`config.mk`:
```
export PLATFORM = sky130hd
export DESIGN_NAME = frame_buffer_reader
export DESIGN_NICKNAME = d
export VERILOG_FILES = /design/src/rtl/frame_buffer_reader.sv
export SDC_FILE = /design/constraint.sdc
export NUM_CORES = 1
export LEC_CHECK = 0
export CORE_MARGIN = 2
export CORE_UTILIZATION = 39
export DETAILED_ROUTE_END_ITERATION = 10
export PLACE_DENSITY_LB_ADDON = 0.25
export SYNTH_ARGS = -nofsm -noshare
export SYNTH_HDL_FRONTEND = slang
export SYNTH_SLANG_ARGS = --single-unit
```
`constraint.sdc`:
```
create_clock -name clk -period 8.01 [get_ports clk]
set_clock_uncertainty 0.05 [all_clocks]
set_input_delay 2.403 -clock clk [delete_from_list [all_inputs] [get_ports clk]]
set_output_delay 2.403 -clock clk [all_outputs]
set_load 0.01 [all_outputs]
```
`src/rtl/frame_buffer_reader.sv`:
```
// ---------------------------------------------------------------------------
// frame_buffer_reader
//
// Streams one video frame out of a BRAM read port as a valid/ready pixel
// stream with start-of-frame, end-of-line and end-of-frame markers.
//
// Build option:
//   FB_READER_VFLIP_EN - when defined, lines are fetched bottom-up
//                        (vertical flip). out_sof/out_eof still mark the
//                        first and last pixels streamed.
//
// Parameters:
//   WIDTH   pixels per line
//   HEIGHT  lines per frame
//   ADDR_W  BRAM read-address width (WIDTH*HEIGHT must fit)
//   DATA_W  pixel width
//
// Ports:
//   clk        sole clock, also clocks the BRAM read port
//   rst_n      synchronous active-low reset
//   start      one-cycle request to stream a frame (ignored while busy)
//   bram_en    BRAM read enable
//   bram_addr  BRAM read address, holds its last value while bram_en=0
//   bram_dout  BRAM read data, valid one clock after bram_en
//   out_data   streamed pixel
//   out_valid  out_data is valid
//   out_ready  sink accepts the pixel (transfer on out_valid & out_ready)
//   out_sof    marks pixel (0,0) of the streamed frame
//   out_eol    marks the last pixel of each line
//   out_eof    marks the last pixel of the frame
//   busy       high from an accepted start until the final transfer
//   done       one-cycle pulse in the cycle after the final transfer
// ---------------------------------------------------------------------------
module frame_buffer_reader #(
    parameter int WIDTH  = 320,
    parameter int HEIGHT = 240,
    parameter int ADDR_W = 17,
    parameter int DATA_W = 8
) (
    input  logic              clk,
    input  logic              rst_n,
    input  logic              start,
    output logic              bram_en,
    output logic [ADDR_W-1:0] bram_addr,
    input  logic [DATA_W-1:0] bram_dout,
    output logic [DATA_W-1:0] out_data,
    output logic              out_valid,
    input  logic              out_ready,
    output logic              out_sof,
    output logic              out_eol,
    output logic              out_eof,
    output logic              busy,
    output logic              done
);

    localparam int COL_W = (WIDTH  > 1) ? $clog2(WIDTH)  : 1;
    localparam int ROW_W = (HEIGHT > 1) ? $clog2(HEIGHT) : 1;
    localparam int ENT_W = DATA_W + 3;

    localparam logic [COL_W-1:0]  COL_LAST  = COL_W'(WIDTH - 1);
    localparam logic [ROW_W-1:0]  ROW_LAST  = ROW_W'(HEIGHT - 1);
    localparam logic [ADDR_W-1:0] LINE_STEP = ADDR_W'(WIDTH);

`ifdef FB_READER_VFLIP_EN
    // Flipped frames begin at the first pixel of the bottom line.
    localparam logic [ADDR_W-1:0] BASE_FIRST = ADDR_W'((HEIGHT - 1) * WIDTH);
`else
    localparam logic [ADDR_W-1:0] BASE_FIRST = '0;
`endif

    localparam logic [1:0] ST_IDLE  = 2'd0;
    localparam logic [1:0] ST_READ  = 2'd1;
    localparam logic [1:0] ST_DRAIN = 2'd2;

    logic [1:0]        state;

    // Fetch position: col/row count in stream order, row_base is the BRAM
    // address of the first pixel of the line currently being fetched.
    logic [COL_W-1:0]  col;
    logic [ROW_W-1:0]  row;
    logic [ADDR_W-1:0] row_base;
    logic [ADDR_W-1:0] last_addr;

    // One read is in flight for exactly one cycle; its markers travel with it.
    logic              inflight;
    logic [2:0]        inflight_mk;

    // Two-entry FIFO, each entry is {pixel, sof, eol, eof}.
    logic [ENT_W-1:0]  fifo_mem [2];
    logic              wr_ptr;
    logic              rd_ptr;
    logic [1:0]        fifo_cnt;

    logic              start_acc;
    logic              fifo_valid;
    logic [ENT_W-1:0]  head;
    logic              pop;
    logic [2:0]        pending;
    logic [ADDR_W-1:0] issue_addr;
    logic              col_last;
    logic              row_last;
    logic              issue_last;
    logic              issue_sof;
    logic              issue_eol;
    logic              issue_eof;
    logic              final_xfer;

    // Handshake bookkeeping. A read is only launched when the slots already
    // committed (FIFO entries plus the read in flight, less the entry leaving
    // this cycle) leave room, so returning data always finds a free entry.
    always_comb begin
        start_acc  = (state == ST_IDLE) && start;
        fifo_valid = (fifo_cnt != 2'd0);
        head       = fifo_mem[rd_ptr];
        pop        = fifo_valid && out_ready;
        pending    = {1'b0, fifo_cnt} + {2'b00, inflight} - {2'b00, pop};
        bram_en    = (state == ST_READ) && (pending < 3'd2);
    end

    // Address and marker generation for the pixel about to be fetched.
    // Markers follow stream order, not the BRAM address, so a flipped frame
    // still flags its first and last streamed pixel.
    always_comb begin
        issue_addr = row_base + ADDR_W'(col);
        col_last   = (col == COL_LAST);
        row_last   = (row == ROW_LAST);
        issue_last = col_last && row_last;
        issue_sof  = (col == '0) && (row == '0);
        issue_eol  = col_last;
        issue_eof  = issue_last;
    end

    // The address port shows the live address while reading and otherwise
    // keeps the last address actually issued.
    always_comb begin
        bram_addr = bram_en ? issue_addr : last_addr;
    end

    // Output stage is the FIFO head; everything is forced to zero while the
    // FIFO is empty so idle and post-reset outputs are clean.
    always_comb begin
        out_valid  = fifo_valid;
        out_data   = fifo_valid ? head[ENT_W-1:3] : '0;
        out_sof    = fifo_valid && head[2];
        out_eol    = fifo_valid && head[1];
        out_eof    = fifo_valid && head[0];
        final_xfer = pop && head[0];
        busy       = (state != ST_IDLE);
    end

    // Frame control: IDLE waits for start, READ issues every address once,
    // DRAIN waits for the last pixel to leave through the stream port.
    always_ff @(posedge clk) begin
        if (!rst_n) begin
            state <= ST_IDLE;
            done  <= 1'b0;
        end else begin
            done <= 1'b0;
            case (state)
                ST_IDLE: begin
                    if (start) begin
                        state <= ST_READ;
                    end
                end
                ST_READ: begin
                    if (bram_en && issue_last) begin
                        state <= ST_DRAIN;
                    end
                end
                ST_DRAIN: begin
                    if (final_xfer) begin
                        state <= ST_IDLE;
                        done  <= 1'b1;
                    end
                end
                default: begin
                    state <= ST_IDLE;
                end
            endcase
        end
    end

    // Fetch counters. Column advances on every issued read; at the end of
    // a line the column wraps and row_base steps one line down (or up when
    // flipped). After the last pixel everything returns to the frame origin
    // so the next frame starts clean without extra logic on start.
    always_ff @(posedge clk) begin
        if (!rst_n) begin
            col       <= '0;
            row       <= '0;
            row_base  <= BASE_FIRST;
            last_addr <= '0;
        end else if (start_acc) begin
            col      <= '0;
            row      <= '0;
            row_base <= BASE_FIRST;
        end else if (bram_en) begin
            last_addr <= issue_addr;
            if (issue_last) begin
                col      <= '0;
                row      <= '0;
                row_base <= BASE_FIRST;
            end else if (col_last) begin
                col <= '0;
                row <= row + 1'b1;
`ifdef FB_READER_VFLIP_EN
                row_base <= row_base - LINE_STEP;
`else
                row_base <= row_base + LINE_STEP;
`endif
            end else begin
                col <= col + 1'b1;
            end
        end
    end

    // Track the read in flight so its data and markers can be written into
    // the FIFO when the BRAM returns it next cycle. Reset drops it.
    always_ff @(posedge clk) begin
        if (!rst_n) begin
            inflight    <= 1'b0;
            inflight_mk <= 3'b000;
        end else begin
            inflight    <= bram_en;
            inflight_mk <= {issue_sof, issue_eol, issue_eof};
        end
    end

    // Two-entry FIFO. Entries are only overwritten on push, so the head stays
    // stable while the sink stalls.
    always_ff @(posedge clk) begin
        if (!rst_n) begin
            for (int i = 0; i < 2; i++) begin
                fifo_mem[i] <= '0;
            end
            wr_ptr   <= 1'b0;
            rd_ptr   <= 1'b0;
            fifo_cnt <= 2'd0;
        end else begin
            if (inflight) begin
                fifo_mem[wr_ptr] <= {bram_dout, inflight_mk};
                wr_ptr           <= ~wr_ptr;
            end
            if (pop) begin
                rd_ptr <= ~rd_ptr;
            end
            fifo_cnt <= fifo_cnt + {1'b0, inflight} - {1'b0, pop};
        end
    end

endmodule

```
-- Word-level counts from Yosys, hierarchy flattened
Memory sizes are Yosys's and may differ from the RTL's. A register that Yosys moved wholly into a read port is not among the register bits.
Index checks and enable logic that the tools add are counted.
- $add $sub $neg: 8
- bitwise operators: 3
- magnitude comparators: 1
- mux-type cells: 22
- reduce and logical (&&, ||, !) cells: 21
- equality and inequality tests: 7
- operator list (cell ; number):
    $mux 17 ; 3
    $mux 8 ; 3
    $mux 9 ; 2
    $add 17x9->17 ; 1
    $add 17x9->17 const B ; 1
    $mux 11 ; 1
    $reduce_or 11->1 ; 1
    $logic_and 1x1->1 ; 10
    $add 9x1->9 const B ; 1
    $eq 9x9->1 const B ; 1
    $logic_not 9->1 ; 1
    $mux 1 ; 9
    $add 8x1->8 const B ; 1
    $eq 8x8->1 const B ; 1
    $logic_not 8->1 ; 1
    $mux 2 ; 3
    $pmux 2 s3 ; 1
    $reduce_bool 2->1 ; 3
    $ne 2x2->1 const B ; 2
    $reduce_and 2->1 ; 2
    $add 2x1->3 ; 1
    $lt 3x2->1 const B ; 1
    $not 1->1 ; 3
    $reduce_and 3->1 ; 1
    8 further kinds ; 8
- register bits: 62
- output and inout bits: 32
- memories kept: 1
- input port bits: 12
- RAM bits: 22
- memory list (name ; depth ; width ; rd ports ; clocked after Yosys merged registers in ; wr ports ; RTL line ; source):
    fifo_mem ; 2 ; 11 ; 1 ; 1 ; 2 ; 89 ; logic [ENT_W-1:0] fifo_mem [2];

-- Longest topological paths before layout
- word-level depth: 8
- gate-level depth with buffers: 15
- gate-level depth less buffers: 12

-- Least setup slack after synthesis
Ideal clock, no wire load.
- kind: input to output
- start point: in out_ready
- end point: out bram_addr[11]
- data arrival time: 5088 ps
- data required time: 5557 ps
- slack: 469 ps
- stages on the path: 15
- cells stage by stage: o21ai_0 -> inv_1 -> ha_1 -> inv_1 -> ha_1 -> inv_1 -> fa_1 -> xor2_1 -> clkbuf_1 -> or2_2 -> clkbuf_1 -> inv_2 -> buf_1 -> nor2_1 -> nor3_1
- longest elaborated chain between the ends: 5
- RTL lines (item ; RTL line ; source):
    start: declaration ; 48 ; input logic out_ready,
    $logic_and 1x1->1 ; 115 ; pop = fifo_valid && out_ready;
    named net pop ; 97 ; logic pop;
    $sub 3x1->3 ; 116 ; pending = {1'b0, fifo_cnt} + {2'b00, inflight} - {2'b00, pop};
    $lt 3x2->1 ; 117 ; bram_en = (state == ST_READ) && (pending < 3'd2);
    $logic_and 1x1->1 ; 117 ;
    $mux 17 ; -- ;
    end: declaration ; 44 ; output logic [ADDR_W-1:0] bram_addr,
The timed path passes the listed nets, and every way through them passes these cells.

-- Worst setup path after layout
- start point: in out_ready
- end point: out bram_addr[3]
The elaborated chain is that of the path after synthesis.

==> results.md <==
- Outcome: completed
- Via count: 3172
- Leak: 1.86 nW
- Post-synthesis cell area: 3870 um2
- Yosys top cell by area: dfxtp_1
- Worst Path Required: 5.56 ns
- Hold-fix buffers, CTS: 0
- Vias in the first global route: 2884
- Routed Antenna Nets: 0
- Layout area overhead: 21.6%
- Final nets: 485
- Unique masters post-synth: 51
- Initial antenna violation count: 0
- Final number of setup-violating endpoints: 0
- Crit path max-delay cell type: clkdlybuf4s50_1
- Vias per cell: 5.30
- Synth area leaders: dfxtp_1 (29%), edfxtp_1 (17%), and2_1 (4.4%)
- Initial Utilization: 40.0%
- Die Y: 104 um
- TritonCTS Buffers: 9
- WS Path Type: in2out
- Register area share after synthesis: 46.6%
- RSZ-0062 raised after global routing: false
- Maximum root-to-sink buffer count: 2
- Residual DRC count: 0
- Ys Warns: 0
- CTS tree: built
- GRT overflow: 0
- First DRT Iteration DRCs: 159
- CTS Sinks: 79
- Final Total Pwr: 1.15 mW
- Final wirelength: 8630 um
- Mean routed wirelength per cell: 14.4 um
- DRT Pass-1 Iters: 4
- Post-Synthesis Cells: 421
- Htree depth: 3
- Worst setup EP type: output pin
- I/O Pins: 44
- Worst path bufs/invs: 6
- Input/output buffers: 43
- CP max stage delay: 0.54 ns
- Slew @ Worst Pin: 1.22 ns
- Synth Area per Inst: 9.19 um2
- Final period util: 97.3%
- Startpoint types: input pin
- Largest net degree at the start of global routing: 39
- Highest clock rate: 0.128 GHz
- DP HPWL: 6030 um
- Hold Crit Class: reg2reg
- # diodes: 0
- Gr usage total: 16.2%
- Row cnt: 36
- Clk slew on worst S/H paths: 0.08 ns
- Hold Slack: 0.439 ns
- Crit path arrival time: 5.34 ns
- Final instance area: 4710 um2
- Post-synth EDFFs: 22
- RD Place Congestion: 0.776
- Number of register bits inferred by synthesis: 79
- Share of the synthesized area in the top cell type: 29.5%
- Slew HR: 17.8%
- Ratio of cells with drive above 1 in the final layout: 7.73%
- DIE WIDTH: 104 um
- Max Fanout on Critical Path: 8
- Clk_lat worst skew: 0.36 ns
- Crit path max-delay family: buffers and inverters
- Net count after synthesis: 445
- Synth async-reset ratio: 0%
- Die ar.: 10700 um2
- Root buf cell: clkbuf_8
- Cell Chain, Critical Path: clkdlybuf4s50_1 -> o21ai_0 -> inv_1 -> ha_1 -> inv_1 -> ha_1 -> inv_1 -> fa_1 -> nand3b_1 -> or2_4 -> buf_4 -> mux2_2 -> clkdlybuf4s50_1
- VDD IR max: 0.000146 V
- Max cap viols: 0
- Final Util: 48.6%
- First-pass GRT wire length: 14200 um
- Pwr per Cell Area: 245 nW/um2
- Core footprint: 9680 um2
- Cell mode on critical path: inv_1
- Area post-placement: 4460 um2
- Pins over their slew limit: 0
- Final Hold Viols: 0
- Commonest register cell after synthesis: dfxtp_1
- Fin crit period: 7.79 ns
-- power breakdown --
part | total, mW | internal, mW | switching [mW]
sequential | 0.484 | 0.458 | 0.0267
clock | 0.275 | 0.116 | 0.159
combinational | 0.395 | 0.199 | 0.196
total | 1.15 | 0.772 | 0.383
-- final timing paths --
| path | end | slack, ns | cells past startpoint | from |
|---|---|---|---|---|
| min reg2reg | last_addr[9]$_SDFFE_PN0N_ | 0.44 | 2 | last_addr[9]$_SDFFE_PN0N_ |
| max | bram_addr[3] | 0.22 | 13 | out_ready |
| min | last_addr[9]$_SDFFE_PN0N_ | 0.44 | 2 | last_addr[9]$_SDFFE_PN0N_ |
| max reg2reg | row_base[8]$_SDFFE_PP0P_ | 3.92 | 12 | fifo_cnt[1]$_SDFF_PN0_ |
-- worst register-to-register path: stages (launching register included) --
cell      delay, ns
dfxtp_1        0.37
o21ai_0        0.24
inv_1          0.07
ha_1           0.26
inv_1          0.06
ha_1           0.13
inv_1          0.05
fa_1           0.50
buf_4          0.11
nand4b_1       0.26
or4_4          0.71
o21ai_1        1.02
a21oi_1        0.09
-- per-stage QoR --
stage / worst slack (ns) / setup TNS, ns / instances
after floorplan: 0.469 / 0 / 421
after global placement: 0.0137 / 0 / 583
after detailed placement: -0.0407 / -0.103 / 583
after CTS: 0.0513 / 0 / 599
after global routing: 0.0222 / 0 / 599
final: 0.216 / 0 / 599
-- final cells by class --
cell class / count / area [um2]
clock buffers: 9 / 124
clock inverters: 7 / 56.3
fillers: 937 / 4980
inverters: 17 / 63.8
multi-input cells: 301 / 1930
flip-flops and latches: 79 / 1800
well taps: 133 / 166
repair buffers: 53 / 568
-- registers in the layout, indices dropped and copies added, names as in the netlist, named ones only --
| signal | flops |
|---|---|
| fifo_mem | 22 |
| last_addr | 17 |
| row_base | 11 |
| col | 9 |
| row | 8 |
| inflight_mk | 3 |
| fifo_cnt | 2 |
| state | 2 |
| done | 1 |
| inflight | 1 |
| rd_ptr | 1 |
| wr_ptr | 1 |
-- Yosys cell counts (all sizes together) (7+ instances only) --
library cell / number
nand2: 21
ha: 11
o21ai: 23
nor3: 15
mux2i: 13
inv: 16
buf: 11
dfxtp: 57
a311oi: 7
or3: 7
clkbuf: 13
edfxtp: 22
a21oi: 26
xnor2: 9
nor2: 42
or4: 14
and2: 27
nand3: 15
o31ai: 12
-- kinds of logic after synthesis --
group | count (synthesis) | synth area share [%]
fa+ha+maj | 12 | 4.07
compound gates | 86 | 13.5
xor+xnor | 14 | 3.17
mux | 16 | 4.24
buf+inv | 41 | 4.36
simple gates | 172 | 24.0
flops | 79 | 46.6
other cells | 1 | 0.0969
-- cell usage in the layout, fill, tap and decap left out, drive strengths merged, types with 3 or more instances in the layout --
cell	synthesis	final
a211oi	4	4
a21oi	26	26
a311oi	7	7
a31oi	6	6
and2	27	27
and3	4	4
buf	11	10
clkbuf	13	9
clkdlybuf4s50	0	28
clkinv	1	4
dfxtp	57	57
dlymetal6s2s	0	15
edfxtp	22	22
ha	11	11
inv	16	18
mux2	3	3
mux2i	13	13
nand2	21	21
nand3	15	15
nand4	4	4
nor2	42	42
nor3	15	15
nor4	6	6
o21ai	23	23
o31ai	12	12
or3	7	7
or4	14	14
xnor2	9	9
xor2	5	5
-- repair_timing --
| item | 4_1_cts | 5_1_grt |
|---|---|---|
| setup buffers | 0 | 0 |
| endpoints found under the setup margin | 8 | 16 |
| gates resized for setup | 3 | 19 |
| cloned | 0 | 0 |
-- routing by layer --
| layer | up-vias | share of wire (%) | global-route usage [%] |
|---|---|---|---|
| met2 | 51 | 48 | 27.5 |
| met1 | 1499 | 47 | 20.3 |
| met5 | - | 0 | 0 |
| met3 | 12 | 3.2 | 4.41 |
| met4 | 0 | 1.2 | 4.34 |
| li1 | 1610 | - | - |
Power figures use the tool's default switching activity.
